### src/rtl/msg_generator_if.sv
// -----------------------------------------------------------------------------
// avalon_st_if : 64-bit Avalon-ST streaming link.
//
// Handshake: a beat transfers on a rising clk edge where valid && ready.
// Once the source raises valid it holds data/startofpacket/endofpacket/empty
// stable and keeps valid high until the beat is accepted. The source never
// derives valid from ready.
//
// Signals:
//   data[63:0]     beat payload, first byte on data[63:56]
//   valid          source has a beat on the bus
//   ready          sink can accept a beat this cycle
//   startofpacket  first beat of a message
//   endofpacket    last beat of a message
//   empty[2:0]     unused low-order bytes on the endofpacket beat
// Modports: master (source side), slave (sink side).
// -----------------------------------------------------------------------------
interface avalon_st_if;
    logic [63:0] data;
    logic        valid;
    logic        ready;
    logic        startofpacket;
    logic        endofpacket;
    logic [2:0]  empty;

    modport master (
        output data, valid, startofpacket, endofpacket, empty,
        input  ready
    );

    modport slave (
        input  data, valid, startofpacket, endofpacket, empty,
        output ready
    );
endinterface

### src/rtl/msg_generator.sv
// -----------------------------------------------------------------------------
// msg_generator : replays a fixed message (MSG_DATA, MSG_BYTES long) on an
// Avalon-ST source port, either a programmed number of times or continuously,
// with GAP_CYCLES idle cycles between messages. Sink backpressure is honoured
// and a message in flight is always completed (except by reset).
//
// Optional feature macro: MSG_GENERATOR_SEQ_EN
//   defined   : the last two message bytes carry msg_cnt (big-endian) of the
//               message being sent; requires MSG_BYTES >= 2.
//   undefined : MSG_DATA is sent unmodified.
//
// Ports:
//   clk, rst_n  clock, asynchronous active-low reset
//   start       pulse, begins a run when idle (count latched here)
//   stop        pulse, ends the run after the message in flight
//   count[15:0] messages per run, 0 = continuous
//   msg_out     avalon_st_if.master message stream
//   busy        high while a run is active
//   msg_cnt     messages fully accepted in the current run (saturating)
//   done        one-cycle pulse when a run ends
//   fsm_state   current FSM state (0 IDLE, 1 SEND, 2 GAP, 3 DONE) for debug
// -----------------------------------------------------------------------------
module msg_generator #(
    parameter int MSG_BYTES = 44,
    parameter logic [MSG_BYTES*8-1:0] MSG_DATA =
        352'h0000001c24174acb00e04c68004108004500001c4bfd000080110000a9fe96dfa9fe0101c17507d00008ebf6,
    parameter int GAP_CYCLES = 4
) (
    input  logic        clk,
    input  logic        rst_n,
    input  logic        start,
    input  logic        stop,
    input  logic [15:0] count,
    avalon_st_if.master msg_out,
    output logic        busy,
    output logic [15:0] msg_cnt,
    output logic        done,
    output logic [1:0]  fsm_state
);
    localparam int BEATS      = (MSG_BYTES + 7) / 8;
    localparam int PAD_W      = BEATS * 64;
    localparam int BEAT_W     = (BEATS > 1) ? $clog2(BEATS) : 1;
    localparam int GAP_W      = (GAP_CYCLES > 1) ? $clog2(GAP_CYCLES) : 1;
    localparam int GAP_LAST_I = (GAP_CYCLES > 0) ? GAP_CYCLES - 1 : 0;

    localparam logic [BEAT_W-1:0] LAST_IDX   = BEAT_W'(BEATS - 1);
    localparam logic [GAP_W-1:0]  GAP_LAST   = GAP_W'(GAP_LAST_I);
    localparam logic [2:0]        LAST_EMPTY = 3'(BEATS * 8 - MSG_BYTES);
    localparam logic [2:0]        FIRST_EMPTY = (BEATS == 1) ? LAST_EMPTY : 3'd0;
    localparam logic              FIRST_EOP   = (BEATS == 1);

    // Message left-aligned in whole beats; trailing pad bytes are zero.
    localparam logic [PAD_W-1:0] MSG_PADDED =
        PAD_W'(MSG_DATA) << (PAD_W - MSG_BYTES * 8);

    typedef enum logic [1:0] {
        S_IDLE = 2'd0,
        S_SEND = 2'd1,
        S_GAP  = 2'd2,
        S_DONE = 2'd3
    } state_t;

    state_t            state;
    logic [BEAT_W-1:0] beat_idx;
    logic [GAP_W-1:0]  gap_cnt;
    logic [15:0]       count_q;
    logic              stop_pending;
    logic              valid_q;
    logic              sop_q;
    logic              eop_q;
    logic [2:0]        empty_q;

    logic [PAD_W-1:0]  image;
    logic [BEAT_W-1:0] next_idx;
    logic [15:0]       cnt_inc;
    logic              run_complete;

    // The payload is looked up from the registered beat index (and msg_cnt
    // when sequence stamping is on), so it is stable for as long as valid is.
    // msg_cnt is constant for the whole message being sent.
    always_comb begin
        image = MSG_PADDED;
`ifdef MSG_GENERATOR_SEQ_EN
        image[PAD_W - 1 - 8 * (MSG_BYTES - 2) -: 16] = msg_cnt;
`endif
    end

    assign next_idx     = beat_idx + 1'b1;
    assign cnt_inc      = (msg_cnt == 16'hFFFF) ? msg_cnt : msg_cnt + 16'd1;
    assign run_complete = (count_q != 16'd0) &&
                          (({1'b0, msg_cnt} + 17'd1) == {1'b0, count_q});

    assign msg_out.valid         = valid_q;
    assign msg_out.startofpacket = sop_q;
    assign msg_out.endofpacket   = eop_q;
    assign msg_out.empty         = empty_q;
    assign msg_out.data          = valid_q ? image[PAD_W - 1 - 64 * int'(beat_idx) -: 64]
                                           : 64'd0;
    assign fsm_state             = state;

    always_ff @(posedge clk or negedge rst_n) begin
        if (!rst_n) begin
            state        <= S_IDLE;
            beat_idx     <= '0;
            gap_cnt      <= '0;
            count_q      <= '0;
            stop_pending <= 1'b0;
            valid_q      <= 1'b0;
            sop_q        <= 1'b0;
            eop_q        <= 1'b0;
            empty_q      <= '0;
            busy         <= 1'b0;
            msg_cnt      <= '0;
            done         <= 1'b0;
        end else begin
            done <= 1'b0;
            if (busy && stop) begin
                stop_pending <= 1'b1;
            end

            case (state)
                S_IDLE: begin
                    if (start) begin
                        state        <= S_SEND;
                        count_q      <= count;
                        msg_cnt      <= '0;
                        busy         <= 1'b1;
                        // start+stop together still yields exactly one message
                        stop_pending <= stop;
                        beat_idx     <= '0;
                        valid_q      <= 1'b1;
                        sop_q        <= 1'b1;
                        eop_q        <= FIRST_EOP;
                        empty_q      <= FIRST_EMPTY;
                    end
                end

                S_SEND: begin
                    if (valid_q && msg_out.ready) begin
                        if (eop_q) begin
                            msg_cnt <= cnt_inc;
                            if (stop_pending || stop || run_complete) begin
                                state        <= S_DONE;
                                valid_q      <= 1'b0;
                                sop_q        <= 1'b0;
                                eop_q        <= 1'b0;
                                empty_q      <= '0;
                                busy         <= 1'b0;
                                done         <= 1'b1;
                                stop_pending <= 1'b0;
                            end else if (GAP_CYCLES > 0) begin
                                state   <= S_GAP;
                                gap_cnt <= '0;
                                valid_q <= 1'b0;
                                sop_q   <= 1'b0;
                                eop_q   <= 1'b0;
                                empty_q <= '0;
                            end else begin
                                // back-to-back: next beat is the next sop
                                beat_idx <= '0;
                                sop_q    <= 1'b1;
                                eop_q    <= FIRST_EOP;
                                empty_q  <= FIRST_EMPTY;
                            end
                        end else begin
                            beat_idx <= next_idx;
                            sop_q    <= 1'b0;
                            eop_q    <= (next_idx == LAST_IDX);
                            empty_q  <= (next_idx == LAST_IDX) ? LAST_EMPTY : 3'd0;
                        end
                    end
                end

                S_GAP: begin
                    if (stop || stop_pending) begin
                        state        <= S_DONE;
                        busy         <= 1'b0;
                        done         <= 1'b1;
                        stop_pending <= 1'b0;
                    end else if (gap_cnt == GAP_LAST) begin
                        state    <= S_SEND;
                        beat_idx <= '0;
                        valid_q  <= 1'b1;
                        sop_q    <= 1'b1;
                        eop_q    <= FIRST_EOP;
                        empty_q  <= FIRST_EMPTY;
                    end else begin
                        gap_cnt <= gap_cnt + 1'b1;
                    end
                end

                S_DONE: begin
                    state <= S_IDLE;
                end

                default: begin
                    state <= S_IDLE;
                end
            endcase
        end
    end
endmodule

### src/flat_wrapper.sv
// flat-port wrapper written by rule: the top's interface ports become plain ports
module msg_generator_flat 
#(
    parameter int MSG_BYTES = 44,
    parameter logic [MSG_BYTES*8-1:0] MSG_DATA =
        352'h0000001c24174acb00e04c68004108004500001c4bfd000080110000a9fe96dfa9fe0101c17507d00008ebf6,
    parameter int GAP_CYCLES = 4
)
  (clk, rst_n, start, stop, count, busy, msg_cnt, done, fsm_state, msg_out_data, msg_out_valid, msg_out_startofpacket, msg_out_endofpacket, msg_out_empty, msg_out_ready);
  avalon_st_if msg_out_i ();
  input  logic clk;
  input  logic rst_n;
  input  logic start;
  input  logic stop;
  input  logic [15:0] count;
  output logic busy;
  output logic [15:0] msg_cnt;
  output logic done;
  output logic [1:0] fsm_state;
  output wire logic [$bits(msg_out_i.data)-1:0] msg_out_data;
  output wire logic [$bits(msg_out_i.valid)-1:0] msg_out_valid;
  output wire logic [$bits(msg_out_i.startofpacket)-1:0] msg_out_startofpacket;
  output wire logic [$bits(msg_out_i.endofpacket)-1:0] msg_out_endofpacket;
  output wire logic [$bits(msg_out_i.empty)-1:0] msg_out_empty;
  input wire logic [$bits(msg_out_i.ready)-1:0] msg_out_ready;
  assign msg_out_data = msg_out_i.data;
  assign msg_out_valid = msg_out_i.valid;
  assign msg_out_startofpacket = msg_out_i.startofpacket;
  assign msg_out_endofpacket = msg_out_i.endofpacket;
  assign msg_out_empty = msg_out_i.empty;
  assign msg_out_i.ready = msg_out_ready;
  msg_generator #(.MSG_BYTES(MSG_BYTES), .MSG_DATA(MSG_DATA), .GAP_CYCLES(GAP_CYCLES)) u_core (.clk(clk), .rst_n(rst_n), .start(start), .stop(stop), .count(count), .msg_out(msg_out_i), .busy(busy), .msg_cnt(msg_cnt), .done(done), .fsm_state(fsm_state));
endmodule
### config.mk
export PLATFORM = sky130hd
export DESIGN_NAME = msg_generator_flat
export DESIGN_NICKNAME = d
export VERILOG_FILES = /design/src/rtl/msg_generator_if.sv /design/src/rtl/msg_generator.sv /design/src/flat_wrapper.sv
export SDC_FILE = /design/constraint.sdc
export NUM_CORES = 1
export LEC_CHECK = 0
export CORE_MARGIN = 2
export CORE_UTILIZATION = 47
export DETAILED_ROUTE_END_ITERATION = 7
export GPL_TIMING_DRIVEN = 0
export HOLD_SLACK_MARGIN = 0.02
export PLACE_DENSITY = 0.81
export SYNTH_ARGS = -nofsm -noshare
export SYNTH_HDL_FRONTEND = slang
export SYNTH_SLANG_ARGS = --single-unit
### constraint.sdc
create_clock -name clk -period 3.2 [get_ports clk]
set_input_delay 0.32 -clock clk [delete_from_list [all_inputs] [get_ports clk]]
set_output_delay 0.32 -clock clk [all_outputs]
set_load 0.005 [all_outputs]
==> summary.md <==
| Metric | Value |
|---|---|
| Number of DRC violations after detailed-routing iteration 0 | `between 200 and 300` |
| Number of unique standard cell types used by synthesis | `between 60 and 70` |
| FF-to-FF Start | `u_core.msg_cnt[1]$_DFFE_PN0P_` |
| Largest family of logic cells by synthesized area | `simple AND/OR/NAND/NOR gates` |
| Max Fclk | `between 300 and 400 MHz` |
| Total count of hold-check failures in the final report | `0` |
| Buffer depth of the longest clock path | `2` |
| Multi-input gate area | `~0.0019 sq mm` |
| Area growth, synth to finish | `38.1%` |
| I/O Pins | `111` |
| Number of pins with negative max-slew slack in the final report | `0` |
| Die area | `0.00817 sq mm` |
| Number of buffers and inverters on the critical path | `2` |
| Max-cap check violation count | `0` |
| CP cell instances | `ha_1 > buf_4 > and2_1 > nand4_1 > a311o_1 > nor4_1 > nor4b_4 > buf_4 > a21oi_2 > or3b_1` |
| Placement-stage worst setup slack | `0.0297 ns` |
| Worst-path cell with the longest stage delay | `sky130_fd_sc_hd__dfrtp_2` |
| Path depth of the worst reg2reg path | `10` |
| First-pass detailed-route iteration total | `5` |
| Most used routing layer in global routing | `met2` |
| Area of all sequential standard cells | `roughly 0.0011 sq mm` |
| Root cell of the clock tree | `sky130_fd_sc_hd__clkbuf_8` |
| Mux contribution to synthesized area | `under 10%` |
| Required @ worst endpoint | `roughly 3.4 ns` |
| Fraction of layout cells with a size suffix above 1 | `a little under a fifth` |
| Final Cycle Share | `94.8%` |
| Setup TNS after final layout | `0 ns` |
| Worst hold-check path type | `in -> async` |
| Initial core utilization | `between 40% and 50%` |
| Via count | `3370` |
| Compound-Gate Fraction of Synth Area | `17.3%` |
| Simple-gate area share of the yosys netlist | `around 22%` |
| Global routing usage summed across all routing layers | `between 20% and 30%` |
| Worst reg2reg endpoint | `u_core.busy$_DFFE_PN0P_` |
| Routed WL | `~9.1 mm` |
| Sink count of the clock tree | `45` |
| Global route total overflow | `0` |
| Area of the mapped netlist | `approximately 0.0035 sq mm` |
| Worst hold margin | `between 0.4 and 0.5 ns` |
| Count of flip-flops with a built-in enable after synthesis | `0` |
| Transition at the pin with the smallest max-transition slack | `between 0.9 and 1 ns` |
| Register-to-register path setup slack | `0.17 ns` |
| Number of H-tree levels | `2` |
| Cts bufs inserted | `5` |
| Antenna diode count | `0` |
| Detail Placement HPWL | `7.10 mm` |
| Net count of the finished layout | `547` |
| Most common cell in the synthesized netlist | `sky130_fd_sc_hd__buf_4` |
| Antenna Nets Post-Route | `0` |
| Setup crit end kind | `flip-flop` |
| Routability Congestion | `0.915` |
| Library cell appearing most often on the critical path | `sky130_fd_sc_hd__buf_4` |
| Dominant cells by area after synthesis | `sky130_fd_sc_hd__dfrtp_1 32%, sky130_fd_sc_hd__buf_4 11%, sky130_fd_sc_hd__mux2_2 5.5%, sky130_fd_sc_hd__ha_1 3.6%, sky130_fd_sc_hd__xnor2_1 3.5%` |
| Synth warnings | `0` |
| Via count of the first global-routing pass | `3149` |
| M2 GR Usage | `about two fifths` |
| Fraction of synthesized cell area taken by the top area cell type | `~32%` |
| Critical path fanouts, max | `10` |
| Core box area | `0.00725 sq mm` |
| Critical path class | `reg -> reg` |
| RSZ-0062 raised after global routing | `no` |
| Total setup violations reported at the end of the flow | `0` |
| Rel. slew slack | `a little over a third` |
| Maximum number of pins on one net before global-route repair | `35` |
| Worst Setup Slack, final | `approximately 0.17 ns` |
| Global routing usage on met3 | `2.92%` |
| Total of fill cells in the finished design | `582` |
| Utilization of the core after routing | `66.8%` |
| Primary FF master, synth | `sky130_fd_sc_hd__dfrtp_1` |
| Cell type with the largest total area after synthesis | `sky130_fd_sc_hd__dfrtp_1` |
| TritonCTS clock tree | `yes` |
| Per-cell routed wire length | `about 15 microns` |
| Antenna violations before repair | `0` |
| Global Route met1 Usage | `30.1%` |
| Share of synthesized flip-flops with an asynchronous set or reset | `100%` |
| Synthesized area per cell | `~8.9 sq um` |
| Largest incremental delay on the critical path | `0.49 ns` |
| Detail-routed via count per cell | `about 5.5` |
| Post-CTS clock slew at the launch and capture registers of the worst setup and hold paths | `0.10 ns` |
| Number of placement rows | `31` |
| Area share of xor/xnor cells in the synthesized design | `under 10%` |
| Die width | `roughly 90 microns` |
| Global-route wire length before repair | `between 15 and 20 mm` |
| Startpoint class of the critical path | `flip-flop` |
| Pwr Density | `837 mW/mm^2` |
| Crit-path leading delay family | `simple AND/OR/NAND/NOR gates` |
| Area share of fa/ha/maj cells after synthesis | `under 10%` |
| Final min period | `roughly 3.0 ns` |
| Leak pwr | `approximately 2.1 nW` |
| Cell types with the highest counts after synthesis | `52 x sky130_fd_sc_hd__buf_4, 45 x sky130_fd_sc_hd__dfrtp_1, 31 x sky130_fd_sc_hd__nand2_1` |
| Vertical extent of the die | `around 90 microns` |
| Residual DRC count | `0` |
| Number of synthesized register bits | `between 40 and 50` |
| Number of instances in the synthesized netlist | `~400` |
| Port buffer count | `a little over 100` |
| Worst vdd rail ir drop | `approximately 0.41 mV` |
| Seq/Total Area, Yosys | `between 30% and 40%` |
| Arr. time, crit path | `about 3.2 ns` |
| Worst Clk Skew | `about 0.016 ns` |
| Clock latency on the worst-skew pair | `between 0.3 and 0.4 ns` |
| Run status | `finished clean` |
## kinds of logic after synthesis
logic type,Yosys count
muxes,21
AOI/OAI and AO/OA,87
xor gates and xnor gates,17
adders and majority gates,10
other,1
DFF,45
buffers and inverters,80
and+or+nand+nor,134
## metrics by stage
step	total power [W]	cell area, sq um	instances
after CTS	0.00407	4850	616
final	0.00406	4850	616
after floorplan	0.00240	3540	402
after global placement	0.00351	4680	603
after global routing	0.00436	4850	616
after detailed placement	0.00360	4700	604
## layer usage
metal / vias up / share of wire, % / wire length [microns]
li1: 1613 / - / -
met1: 1558 / 42 / 3860
met2: 175 / 48 / 4420
met3: 24 / 7.3 / 666
met4: 0 / 2.2 / 199
met5: - / 0 / 0
## layout make-up
type | count | area share, %
tap | 99 | 2.55
clock inverter | 3 | 1.03
clock buffer | 5 | 1.42
buffer | 64 | 9.21
multi-input combinational | 277 | 39.3
sequential | 45 | 23.3
timing repair buffer | 107 | 22.0
inverter | 16 | 1.24
## where the power goes
part,total (W),switching [W],internal [W],leakage (nW)
logic,0.00263,0.00112,0.00151,1.48
clock network,0.000459,0.000220,0.000239,0.0603
registers,0.000968,0.000224,0.000744,0.574
total,0.00406,0.00156,0.00249,2.11
## sequential cells by signal, indices dropped and copies added (netlist names)
register	count
u_core.beat_idx	3
u_core.busy	1
u_core.count_q	16
u_core.done	1
u_core.fsm_state	2
u_core.gap_cnt	2
u_core.msg_cnt	16
u_core.msg_out.empty	1
u_core.msg_out.startofpacket	1
u_core.msg_out.valid	1
u_core.stop_pending	1
## cells in the final DEF (no fill, tap or decap), drive strengths merged, types with 4 or more instances in the layout
cell type / synthesis / final
buf: 56 / 61
xnor2: 14 / 14
mux2: 17 / 17
nand2: 31 / 31
and4: 4 / 4
o31ai: 10 / 10
and3: 4 / 4
mux2i: 4 / 4
o211ai: 4 / 4
a41o: 4 / 4
nor3: 7 / 7
clkbuf: 8 / 13
conb: 1 / 8
nand4: 7 / 7
nor2: 24 / 24
nand3: 15 / 15
clkdlybuf4s50: 0 / 101
inv: 16 / 17
o21ai: 26 / 26
nand2b: 6 / 6
nor2b: 6 / 6
nand3b: 4 / 4
a21oi: 14 / 14
dfrtp: 45 / 45
a22o: 4 / 4
ha: 10 / 10
nor4: 6 / 6
and2: 8 / 8
## repair_timing
item                       in CTS  in global routing
hold buffers                    1                  0
hold endpoints to repair       11                  0
setup endpoints to repair       1                 12
setup buffers                   3                  0
gates resized for setup         0                  1
## how the worst max path moves through the flow
stage	cells after the start	endpoint	slack, ns	startpoint
finish	10	u_core.busy$_DFFE_PN0P_	0.17	u_core.msg_cnt[1]$_DFFE_PN0P_
global route	10	u_core.busy$_DFFE_PN0P_	0.02	u_core.msg_cnt[1]$_DFFE_PN0P_
CTS	10	u_core.busy$_DFFE_PN0P_	0.11	u_core.msg_cnt[1]$_DFFE_PN0P_
detailed placement	9	u_core.busy$_DFFE_PN0P_	0.03	u_core.msg_cnt[1]$_DFFE_PN0P_
global placement	9	u_core.busy$_DFFE_PN0P_	0.08	u_core.msg_cnt[1]$_DFFE_PN0P_
floorplan	9	u_core.busy$_DFFE_PN0P_	0.53	u_core.msg_cnt[1]$_DFFE_PN0P_
Note: power is estimated with default switching activity, not from simulation.
==> RTL change: new RTL, same flow settings <==
Reset style: synchronous (`rst_n`), changed in one clocked block. Comments in the files are not updated.
--- a/src/rtl/msg_generator.sv
+++ b/src/rtl/msg_generator.sv
@@ -99,5 +99,5 @@
     assign fsm_state             = state;
 
-    always_ff @(posedge clk or negedge rst_n) begin
+    always_ff @(posedge clk) begin
         if (!rst_n) begin
             state        <= S_IDLE;
Formal check against the unedited RTL: differs if rst_n is asserted again (counterexample within 4 cycles, from zero or initial values and one cycle with rst_n low); with rst_n held inactive, the same outputs for 10 cycles.
==> RTL change against the original RTL <==
Core utilization up 0.32 points; critical endpoint is now msg_out_data[55]; final cell count up 4.4%; die area decreased by 5.5%; sequential cell count is the same; routed wire length decreased by 6.8%; power down 39%; cell area decreased by 5.9%; worst setup slack better by 0.061 ns; area after synthesis is 5.7% lower.
==> RTL change: results (changes against the original RTL) <==
* Status: complete, no violations
* Share of cells above drive strength 1 at 13.2% (-5.6 points)
* Layout fillers at 603 (+3.6%)
* FF-to-FF Start: u_core.msg_cnt[1]
* Worst path max stage delay at 0.54 ns (+0.05 ns)
* Global Route Usage Sum at 21.9% (-0.93 points)
* Vias in the first global route at 2927 (-7.0%)
* Worst-Skew Late Latency at 0.30 ns (-0.02 ns)
* Count of cell types in the netlist at 51 (-16%)
* Placed wire-length estimate at 6.87 mm (-3.3%)
* Largest net degree at the start of global routing at 13 (-63%)
* Hold Slack at 0.481 ns (+0.0714 ns)
* NumNets Final at 577 (+5.5%)
* Post-DP Area at 4480 um2 (-4.7%)
* Synth top area cells: dfxtp_1, buf_4, nand2_1
* CP max FO at 9 (-1)
* Seq/Total Area, Yosys at 27.2% (-4.9 points)
* Initial DRC count at 203 (-23%)
* First-pass GRT wire length at 13.6 mm (-12%)
* Dominant synthesized flop cell: dfxtp_1
* Hold Crit Start: u_core.gap_cnt[1]
* Global placement routability congestion at 0.941 (+2.8%)
* Crit-path slowest cell: nor3_1
* Vias per cell at 5.09 (-7.0%)
* Post-CTS Setup Inserts at 0 (-3)
* VDD IR-drop max at 0.355 mV (-14%)
* Pleak at 1.84 nW (-13%)
* Post-Route Skew at 0.00770 ns (-0.00848 ns)
* Total Routed Length at 8.52 mm (-6.8%)
* R2r setup slk at 0.37 ns (+0.20 ns)
* Hold Crit Class: reg -> reg
* Mapped cell area at 3310 um2 (-5.7%)
* Async set or reset register ratio after synthesis at 0% (-100 points)
* Worst Tran Pin Value at 0.632 ns (-0.313 ns)
RTL change: layout make-up:
| class | count | area share [%] |
|---|---|---|
| plain buffers | 72 | 10.5 |
| clock buffers | 7 | 1.89 |
| inverters | 9 | 0.740 |
| multi-input cells | 312 | 42.1 |
| flip-flops and latches | 45 | 19.7 |
| well taps | 96 | 2.63 |
| repair buffers | 102 | 22.4 |
RTL change: stage by stage:
stage / utilization (%) / std cells / worst slack [ns]
3_5_place_dp: 65.9 / 636 / 0.450
4_1_cts: 67.2 / 643 / 0.211
6_report: 67.2 / 643 / 0.226
3_3_place_gp: 65.9 / 636 / 0.492
2_1_floorplan: - / 438 / 0.933
5_1_grt: 67.2 / 643 / 0.0387
RTL change: routing by layer:
metal  GRT usage [%]  share of wire [%]
met1            27.9                 44
met2            38.3                 48
met3            3.11                6.9
met4            6.29                1.4
met5               0                  0
RTL change: worst max-delay path by stage:
stage / end / slack [ns] / cells after the start
2_1_floorplan: u_core.msg_cnt[12] / 0.93 / 10
3_3_place_gp: u_core.msg_cnt[0] / 0.49 / 10
3_5_place_dp: u_core.msg_cnt[0] / 0.45 / 10
4_1_cts: msg_out_data[55] / 0.21 / 6
5_1_grt: msg_out_data[55] / 0.04 / 6
6_report: msg_out_data[55] / 0.23 / 6
RTL change: cell families after synthesis:
family          Yosys count  share of synthesized area, %
xor+xnor                 25                          6.62
compound gates           82                          18.0
simple gates            184                          28.0
mux                       4                          1.21
fa+ha+maj                 9                          3.40
other cells               1                         0.113
buf+inv                  81                          15.5
flops                    45                          27.2
RTL change: power breakdown:
group | switching (mW) | leakage [nW] | total, mW | internal [mW]
Clock | 0.189 | 0.0443 | 0.361 | 0.172
Sequential | 0.0790 | 0.366 | 0.716 | 0.637
Combinational | 0.693 | 1.43 | 1.38 | 0.689
